### config.mk
export PLATFORM = sky130hd
export DESIGN_NAME = serial_adder_flat
export DESIGN_NICKNAME = d
export VERILOG_FILES = /design/src/rtl/serial_adder_pkg.sv /design/src/rtl/serial_adder_if.sv /design/src/rtl/serial_adder_fa.sv /design/src/rtl/serial_adder.sv /design/src/flat_wrapper.sv
export SDC_FILE = /design/constraint.sdc
export NUM_CORES = 1
export LEC_CHECK = 0
export ABC_AREA = 1
export ABC_CLOCK_PERIOD_IN_PS = 2200
export BUFFER_PORTS_ARGS = -buffer_cell sky130_fd_sc_hd__buf_2
export CAP_MARGIN = 20
export CORE_ASPECT_RATIO = 0.7
export CORE_MARGIN = 3
export CORE_UTILIZATION = 55
export CTS_BUF_LIST = sky130_fd_sc_hd__clkbuf_8
export DETAILED_ROUTE_END_ITERATION = 6
export HOLD_SLACK_MARGIN = 0.02
export PLACE_DENSITY = 0.83
export SYNTH_ARGS = -nofsm -noshare
export SYNTH_HDL_FRONTEND = slang
export SYNTH_HIERARCHICAL = 1
export SYNTH_SLANG_ARGS = --single-unit
### constraint.sdc
create_clock -name clk -period 2.2 [get_ports clk]
set_input_delay 0.11 -clock clk [delete_from_list [all_inputs] [get_ports clk]]
set_output_delay 0.11 -clock clk [all_outputs]
set_load 0.005 [all_outputs]
### src/rtl/serial_adder_pkg.sv
// Shared definitions for the bit-serial adder: FSM encodings and default width.
package serial_adder_pkg;

  // Default operand width in bits.
  localparam int unsigned DEFAULT_N = 8;

  // Controller states; encodings are fixed so other blocks can decode them.
  typedef enum logic [1:0] {
    IDLE = 2'd0,
    RUN  = 2'd1,
    DONE = 2'd2
  } state_t;

endpackage

### src/rtl/serial_adder_if.sv
// Request/result bundle for the bit-serial adder.
interface serial_adder_if
  import serial_adder_pkg::*;
#(
  parameter int N = DEFAULT_N
);

  logic         start;
  logic [N-1:0] a;
  logic [N-1:0] b;
  logic         c_in;
  logic         busy;
  logic         done;
  logic [N-1:0] suma;
  logic         acarreo;

  // Requester side: issues operands, observes status and result.
  modport master (
    output start, a, b, c_in,
    input  busy, done, suma, acarreo
  );

  // Adder side: consumes operands, produces status and result.
  modport slave (
    input  start, a, b, c_in,
    output busy, done, suma, acarreo
  );

endinterface

### src/rtl/serial_adder_fa.sv
// One-bit full adder used as the single arithmetic cell of the serial adder.
module fa (
  output logic carry,
  output logic sum,
  input  logic a,
  input  logic b,
  input  logic c_in
);

  assign sum   = a ^ b ^ c_in;
  assign carry = (a & b) | (a & c_in) | (b & c_in);

endmodule

### src/rtl/serial_adder.sv
// Bit-serial adder: LSB first, one bit per clock through a single full adder
// and a carry flop. Result lands in suma/acarreo with a one-cycle done pulse.
module serial_adder
  import serial_adder_pkg::*;
#(
  parameter int N = DEFAULT_N
) (
  input  logic           clk,
  input  logic           rst_n,
  serial_adder_if.slave  bus
);

  localparam int              CNT_W    = $clog2(N);
  localparam logic [CNT_W-1:0] CNT_LAST = CNT_W'(N - 1);

  state_t           state_q, state_d;
  logic [N-1:0]     a_q, a_d;
  logic [N-1:0]     b_q, b_d;
  logic [N-1:0]     suma_q, suma_d;
  logic [CNT_W-1:0] cnt_q, cnt_d;
  logic             carry_q, carry_d;
  logic             acarreo_q, acarreo_d;
  logic             busy_q, busy_d;
  logic             done_q, done_d;
  logic             fa_sum;
  logic             fa_carry;

  fa u_fa (
    .carry (fa_carry),
    .sum   (fa_sum),
    .a     (a_q[0]),
    .b     (b_q[0]),
    .c_in  (carry_q)
  );

  // Next-state and datapath: load on accepted start, shift/add in RUN.
  always_comb begin
    state_d   = state_q;
    a_d       = a_q;
    b_d       = b_q;
    suma_d    = suma_q;
    cnt_d     = cnt_q;
    carry_d   = carry_q;
    acarreo_d = acarreo_q;
    busy_d    = 1'b0;
    done_d    = 1'b0;

    case (state_q)
      IDLE, DONE: begin
        if (bus.start) begin
          a_d       = bus.a;
          b_d       = bus.b;
          carry_d   = bus.c_in;
          cnt_d     = '0;
          suma_d    = '0;
          acarreo_d = 1'b0;
          busy_d    = 1'b1;
          state_d   = RUN;
        end else begin
          state_d   = IDLE;
        end
      end
      RUN: begin
        // New sum bit enters at the MSB so bit 0 ends up at the LSB after N shifts.
        suma_d  = {fa_sum, suma_q[N-1:1]};
        carry_d = fa_carry;
        a_d     = {1'b0, a_q[N-1:1]};
        b_d     = {1'b0, b_q[N-1:1]};
        if (cnt_q == CNT_LAST) begin
          // Counter parks at N-1 rather than wrapping.
          acarreo_d = fa_carry;
          done_d    = 1'b1;
          state_d   = DONE;
        end else begin
          cnt_d     = cnt_q + 1'b1;
          busy_d    = 1'b1;
        end
      end
      default: begin
        state_d = IDLE;
      end
    endcase
  end

  // State, datapath and registered outputs; async reset clears everything.
  always_ff @(posedge clk or negedge rst_n) begin
    if (!rst_n) begin
      state_q   <= IDLE;
      a_q       <= '0;
      b_q       <= '0;
      suma_q    <= '0;
      cnt_q     <= '0;
      carry_q   <= 1'b0;
      acarreo_q <= 1'b0;
      busy_q    <= 1'b0;
      done_q    <= 1'b0;
    end else begin
      state_q   <= state_d;
      a_q       <= a_d;
      b_q       <= b_d;
      suma_q    <= suma_d;
      cnt_q     <= cnt_d;
      carry_q   <= carry_d;
      acarreo_q <= acarreo_d;
      busy_q    <= busy_d;
      done_q    <= done_d;
    end
  end

  assign bus.busy    = busy_q;
  assign bus.done    = done_q;
  assign bus.suma    = suma_q;
  assign bus.acarreo = acarreo_q;

endmodule

### src/flat_wrapper.sv
// flat-port wrapper written by rule: the top's interface ports become plain ports
module serial_adder_flat import serial_adder_pkg::*;
#(
  parameter int N = DEFAULT_N
)
  (clk, rst_n, bus_start, bus_a, bus_b, bus_c_in, bus_busy, bus_done, bus_suma, bus_acarreo);
  serial_adder_if #(.N(N)) bus_i ();
  input  logic clk;
  input  logic rst_n;
  input wire logic [$bits(bus_i.start)-1:0] bus_start;
  input wire logic [$bits(bus_i.a)-1:0] bus_a;
  input wire logic [$bits(bus_i.b)-1:0] bus_b;
  input wire logic [$bits(bus_i.c_in)-1:0] bus_c_in;
  output wire logic [$bits(bus_i.busy)-1:0] bus_busy;
  output wire logic [$bits(bus_i.done)-1:0] bus_done;
  output wire logic [$bits(bus_i.suma)-1:0] bus_suma;
  output wire logic [$bits(bus_i.acarreo)-1:0] bus_acarreo;
  assign bus_i.start = bus_start;
  assign bus_i.a = bus_a;
  assign bus_i.b = bus_b;
  assign bus_i.c_in = bus_c_in;
  assign bus_busy = bus_i.busy;
  assign bus_done = bus_i.done;
  assign bus_suma = bus_i.suma;
  assign bus_acarreo = bus_i.acarreo;
  serial_adder #(.N(N)) u_core (.clk(clk), .rst_n(rst_n), .bus(bus_i));
endmodule
# == Word-level counts from Yosys, hierarchy flattened ==
# Index checks and enable logic that the tools add are counted.
# word_totals
inputBits,20
output_inout_bits,11
reg_bits,33
elab_cells,51
# classes
reduce_logical,6
bitwise_logic,7
n_addsub,1
n_mux,22
eq_ne,6
# op_table
operator,count
$pmux W8 S2,3
$mux W8,3
$mux W1,8
$mux W3,2
$pmux W1 S2,3
$pmux W3 S2,1
$reduce_and A3 Y1,2
$ne A2 B2 Y1 const B,2
$pmux W2 S2,1
$add A3 B1 Y3 const B,1
$and A1 B1 Y1,3
$eq A3 B3 Y1 const B,1
$eq A2 B1 Y1 const B,1
$eq A2 B2 Y1 const B,1
$logic_not A2 Y1,1
$mux W2,1
$ne A2 B1 Y1 const B,1
$or A1 B1 Y1,2
$reduce_and A2 Y1,1
$reduce_bool A2 Y1,1
$reduce_or A2 Y1,1
$xor A1 B1 Y1,2

# == Depth between registers and ports, before layout ==
# depth
word_depth,5
ltp_mapped,7
mapped_depth_nobuf,6

# == Modules after synthesis ==
# The synthesis kept the hierarchy.
# by_module_without_submodules
mod,instances,area_per_inst_um2,seq_area_each_um2,cells_per_inst
serial_adder,1,1611.5,825.8,204
fa,1,20.0,0.0,1

# == Worst setup path before layout ==
# No wires, ideal clock.
# synth_path
kind,reg2reg
startpoint,reg u_core.cnt_q[0]
endpoint,reg u_core.cnt_q[0]
required_ns,2.082
period_less_slack_ns,1.179
path_buffers,0
stages_incl_launch_ff,7
arrival_time_ns,1.061
setup_ns,0.118
setup_slack_ns,1.021
path_cell_list,dfrtp_1 ha_1 ha_1 inv_1 nand2_1 nand3_1 nand2_1
# synth_between
elab_chain_cells,3
elab_cells_between_ends,6
cone_classes,add/sub (1); eq/ne (2); mux (2); reduce/logical (1)
# synth_lines
item,line_no,rtl
start: declaration,serial_adder.sv:20,"logic [CNT_W-1:0] cnt_q, cnt_d;"
start signal: assignment,serial_adder.sv:102,cnt_q <= cnt_d;
$add A3 B1 Y3 or $eq A3 B3 Y1 (tied branches),"serial_adder.sv:75, serial_adder.sv:69",
$mux W3 or $ne A2 B2 Y1 (tied branches),n/a,
$pmux W3 S2 or $reduce_and A3 Y1 (tied branches),n/a,
# Several ways; a longest one is shown, not always the timed one. The select of a mux whose other input is x is not followed.
# A chain may end at the register's enable or synchronous reset.

# == Worst setup path in the final report ==
# layout_path
startpoint,reg u_core.state_q[1]
endpoint,"reg u_core.suma_q[5], in the netlist u_core/bus.suma[5]"
# layout_between
elab_chain_cells,4
elab_cells_between_ends,8
cone_classes,eq/ne (3); mux (1); reduce/logical (4)
# layout_lines
item,line_no,rtl
start: declaration,serial_adder.sv:16,"state_t state_q, state_d;"
start signal: assignment,serial_adder.sv:98,state_q <= state_d;
$eq A2 B2 Y1 or $logic_not A2 Y1 (tied branches),serial_adder.sv:48,case (state_q)
$reduce_or A2 Y1,serial_adder.sv:48,
$ne A2 B2 Y1 (no line) or $reduce_bool A2 Y1 (tied branches),n/a,
$reduce_and A2 Y1 (no line),n/a,
end signal: assignment,serial_adder.sv:101,suma_q <= suma_d;
end: declaration,serial_adder.sv:19,"logic [N-1:0] suma_q, suma_d;"
# Several ways; a longest one is shown, not always the timed one.

==> results by group <==
Status
  – Status: completed

Layout
  – NumNets Final: ~260
  – Share of cells above drive strength 1: 18.4%
  – Commonest non-fill, non-tap cell in the layout: nand2_1
  – Antenna Cells: 0
  – Commonest non-fill, non-tap cells in the layout: nand2_1 (83), inv_1 (35), nand3_1 (34)
  – Multi-input logic area: 611 um^2
  – Fill count: 213
  – Reg area: 826 um^2
  – Synth-to-layout area growth: 15.2%

Floorplanning
  – Full die area: 3670 um^2
  – Initial Util: 61.7%
  – Vert. Die Dim: between 50 and 60 um
  – Ports: 31
  – Die width: ~70 um
  – Core area: about 2600 um^2
  – Cell Rows: 15

CTS
  – H-tree depth: 2
  – CTS tree: done
  – Clock-pin slew on the worst setup and hold paths: roughly 0.070 ns
  – Clk Latency, worst-skew pair: 0.29 ns
  – Cts repair resizes: 0
  – Clock buffer depth: 2
  – Root buf cell: clkbuf_8
  – Total CTS buffers: 5
  – Clock sink total: 33

Detailed routing
  – Drt initial violations: 70
  – Wire per inst: 11.8 um
  – Routed Antenna Nets: 0
  – Pre-Repair DR Iteration Count: 4
  – Routed wire length: 3230 um
  – DR DRC count: 0
  – Routed via count: ~1300
  – Avg Vias per Cell: 4.92

Critical path
  – Critical path fanouts, max: 23
  – WP depth: 6
  – R2R Path End: u_core/bus.suma[5]
  – Critical path origin: u_core/state_q[1]
  – Critical path class: flop to flop
  – Cells along the critical path: inv_2 -> nand2_8 -> nand2_8 -> inv_6 -> nand2_1 -> nand2_1
  – Critical path's top delay family: simple AND/OR/NAND/NOR gates
  – Worst EP required: around 2.4 ns
  – Critical Path Sink: u_core/bus.suma[5]
  – Crit end category: flop
  – Worst Path Buf+Inv: 2
  – Critical path's slowest cell: dfrtp_1
  – R2R depth: 6
  – Max incr delay on CP: 0.41 ns
  – Reg-to-Reg Start: u_core/state_q[1]
  – Crit start category: flop
  – WP data arrival: approximately 1.6 ns
  – R2R Setup Slk: 0.78 ns

GRT
  – GRT Total Usage: 21.3%
  – Largest net degree at the start of global routing: 34
  – Initial antenna violation count: 0
  – Vias in the first global route: roughly 1300
  – First-pass GRT wire length: 5870 um
  – GRT overflow: 0

Timing
  – Final min period: 1.42 ns
  – Final Hold Violating Endpoints: 0
  – Slew Viols, Final: 0
  – Final worst slack: 0.782 ns
  – Final setup violation count: 0
  – Total Negative Setup Slacks: 0 ns
  – Fmax: 705 MHz
  – RSZ-0062 raised after global routing: no
  – Period utilisation layout: 64.4%
  – Headroom to the max-slew limit: 53.5%
  – Worst Skew: 0.00471 ns
  – Slew @ Worst Pin: between 0.6 and 0.7 ns

Synthesis
  – Mapped Area: ~1600 um^2
  – Post-synth net total: about 230
  – Yosys reg bits: 33
  – Mean Syn Cell Area: 7.96 um^2
  – Syn Inst Count: 205
  – Yosys warnings: 6
  – Unique masters post-synth: 17
  – Sequential fraction of the synthesis area: around half

Pwr
  – Worst VDD drop: 811 uV
  – Pwr/cell area: 1420 nW/um^2
  – Leak pwr: 0.00115 uW

Place
  – Pre-CTS setup slack: 0.808 ns
  – DP HPWL: 2150 um
  – I/O Buffers: 30
  – Final GP Congestion: 0.803

Hold path
  – HP Start: bus_a[7]
  – HP Class: input pin to flop

Flow run
  – Max-cap violations: 0
-- layer usage --
layer / GRT usage (%) / share of wire (%)
met5: 0 / 0
met4: 8.13 / 0.71
met3: 8.88 / 8.9
met2: 31.1 / 42
met1: 28.3 / 48
-- area by class of cell --
class                      count  area share [%]
clock buffer                   5            3.66
clock inverter                 3           0.732
inverter                      36            7.46
multi-input combinational    129            32.5
sequential                    33            43.9
tap                           34            2.26
timing repair buffer          33            9.45
-- timing repair --
item,in CTS,in global routing
endpoints found under the setup margin,0,0
setup buffers,0,0
hold buffers,2,0
endpoints found under the hold margin,34,0
-- worst register-to-register path: stages (launching register included) --
cell,delay (ns)
dfrtp_1,0.41
inv_2,0.30
nand2_8,0.17
nand2_8,0.17
inv_6,0.11
nand2_1,0.09
nand2_1,0.06
-- flip-flops by register name, summed over array words and instances, names as in the netlist --
| signal | cells |
|---|---|
| u_core/state_q | 2 |
| u_core/bus.busy | 1 |
| u_core/a_q | 8 |
| u_core/cnt_q | 3 |
| u_core/bus.acarreo | 1 |
| u_core/carry_q | 1 |
| u_core/bus.suma | 8 |
| u_core/bus.done | 1 |
| u_core/b_q | 8 |
-- metrics by stage --
stage	utilization (%)	hold WS, ns	std cells	area (um^2)	total power (uW)
after global placement	67.1	0.204	263	1780	2190
after detailed placement	67.1	0.206	263	1780	2230
final	71.0	0.0517	273	1880	2670
after floorplan	-	-0.186	205	1630	1980
after global routing	71.0	0.0550	273	1880	2950
after CTS	71.0	0.0506	273	1880	2680
-- cells in the mapped netlist --
cell type / number / area (um^2)
buf_6: 2 / 22.5
inv_6: 1 / 8.76
dfrtp_1: 33 / 826
ha_1: 2 / 25.0
nand2_1: 83 / 312
buf_4: 3 / 22.5
nor2_1: 1 / 3.75
inv_1: 34 / 128
buf_2: 2 / 10.0
nand2_2: 1 / 6.26
nand3_1: 34 / 170
o21ai_0: 2 / 10.0
nor2_4: 1 / 11.3
fa_1: 1 / 20.0
inv_2: 1 / 3.75
nand4_1: 2 / 12.5
nand2_8: 2 / 40.0
-- how the worst min path moves through the flow --
stage / to / cells past startpoint
after global placement: u_core/b_q[5] / 1
after global routing: u_core/a_q[7] / 3
final: u_core/a_q[7] / 3
after floorplan: u_core/a_q[0] / 0
after detailed placement: u_core/b_q[4] / 1
after CTS: u_core/a_q[7] / 3
-- logic make-up after synthesis --
kind of cell	Yosys count	synth area share [%]
simple gates	124	34.0
flops	33	50.6
fa+ha+maj	3	2.76
compound gates	2	0.614
buf+inv	43	12.0
-- where the power goes --
group	switching (uW)	internal [uW]
sequential	155	883
combinational	754	448
clock	220	214
total	1130	1540
Note: power is estimated with default switching activity, not from simulation.
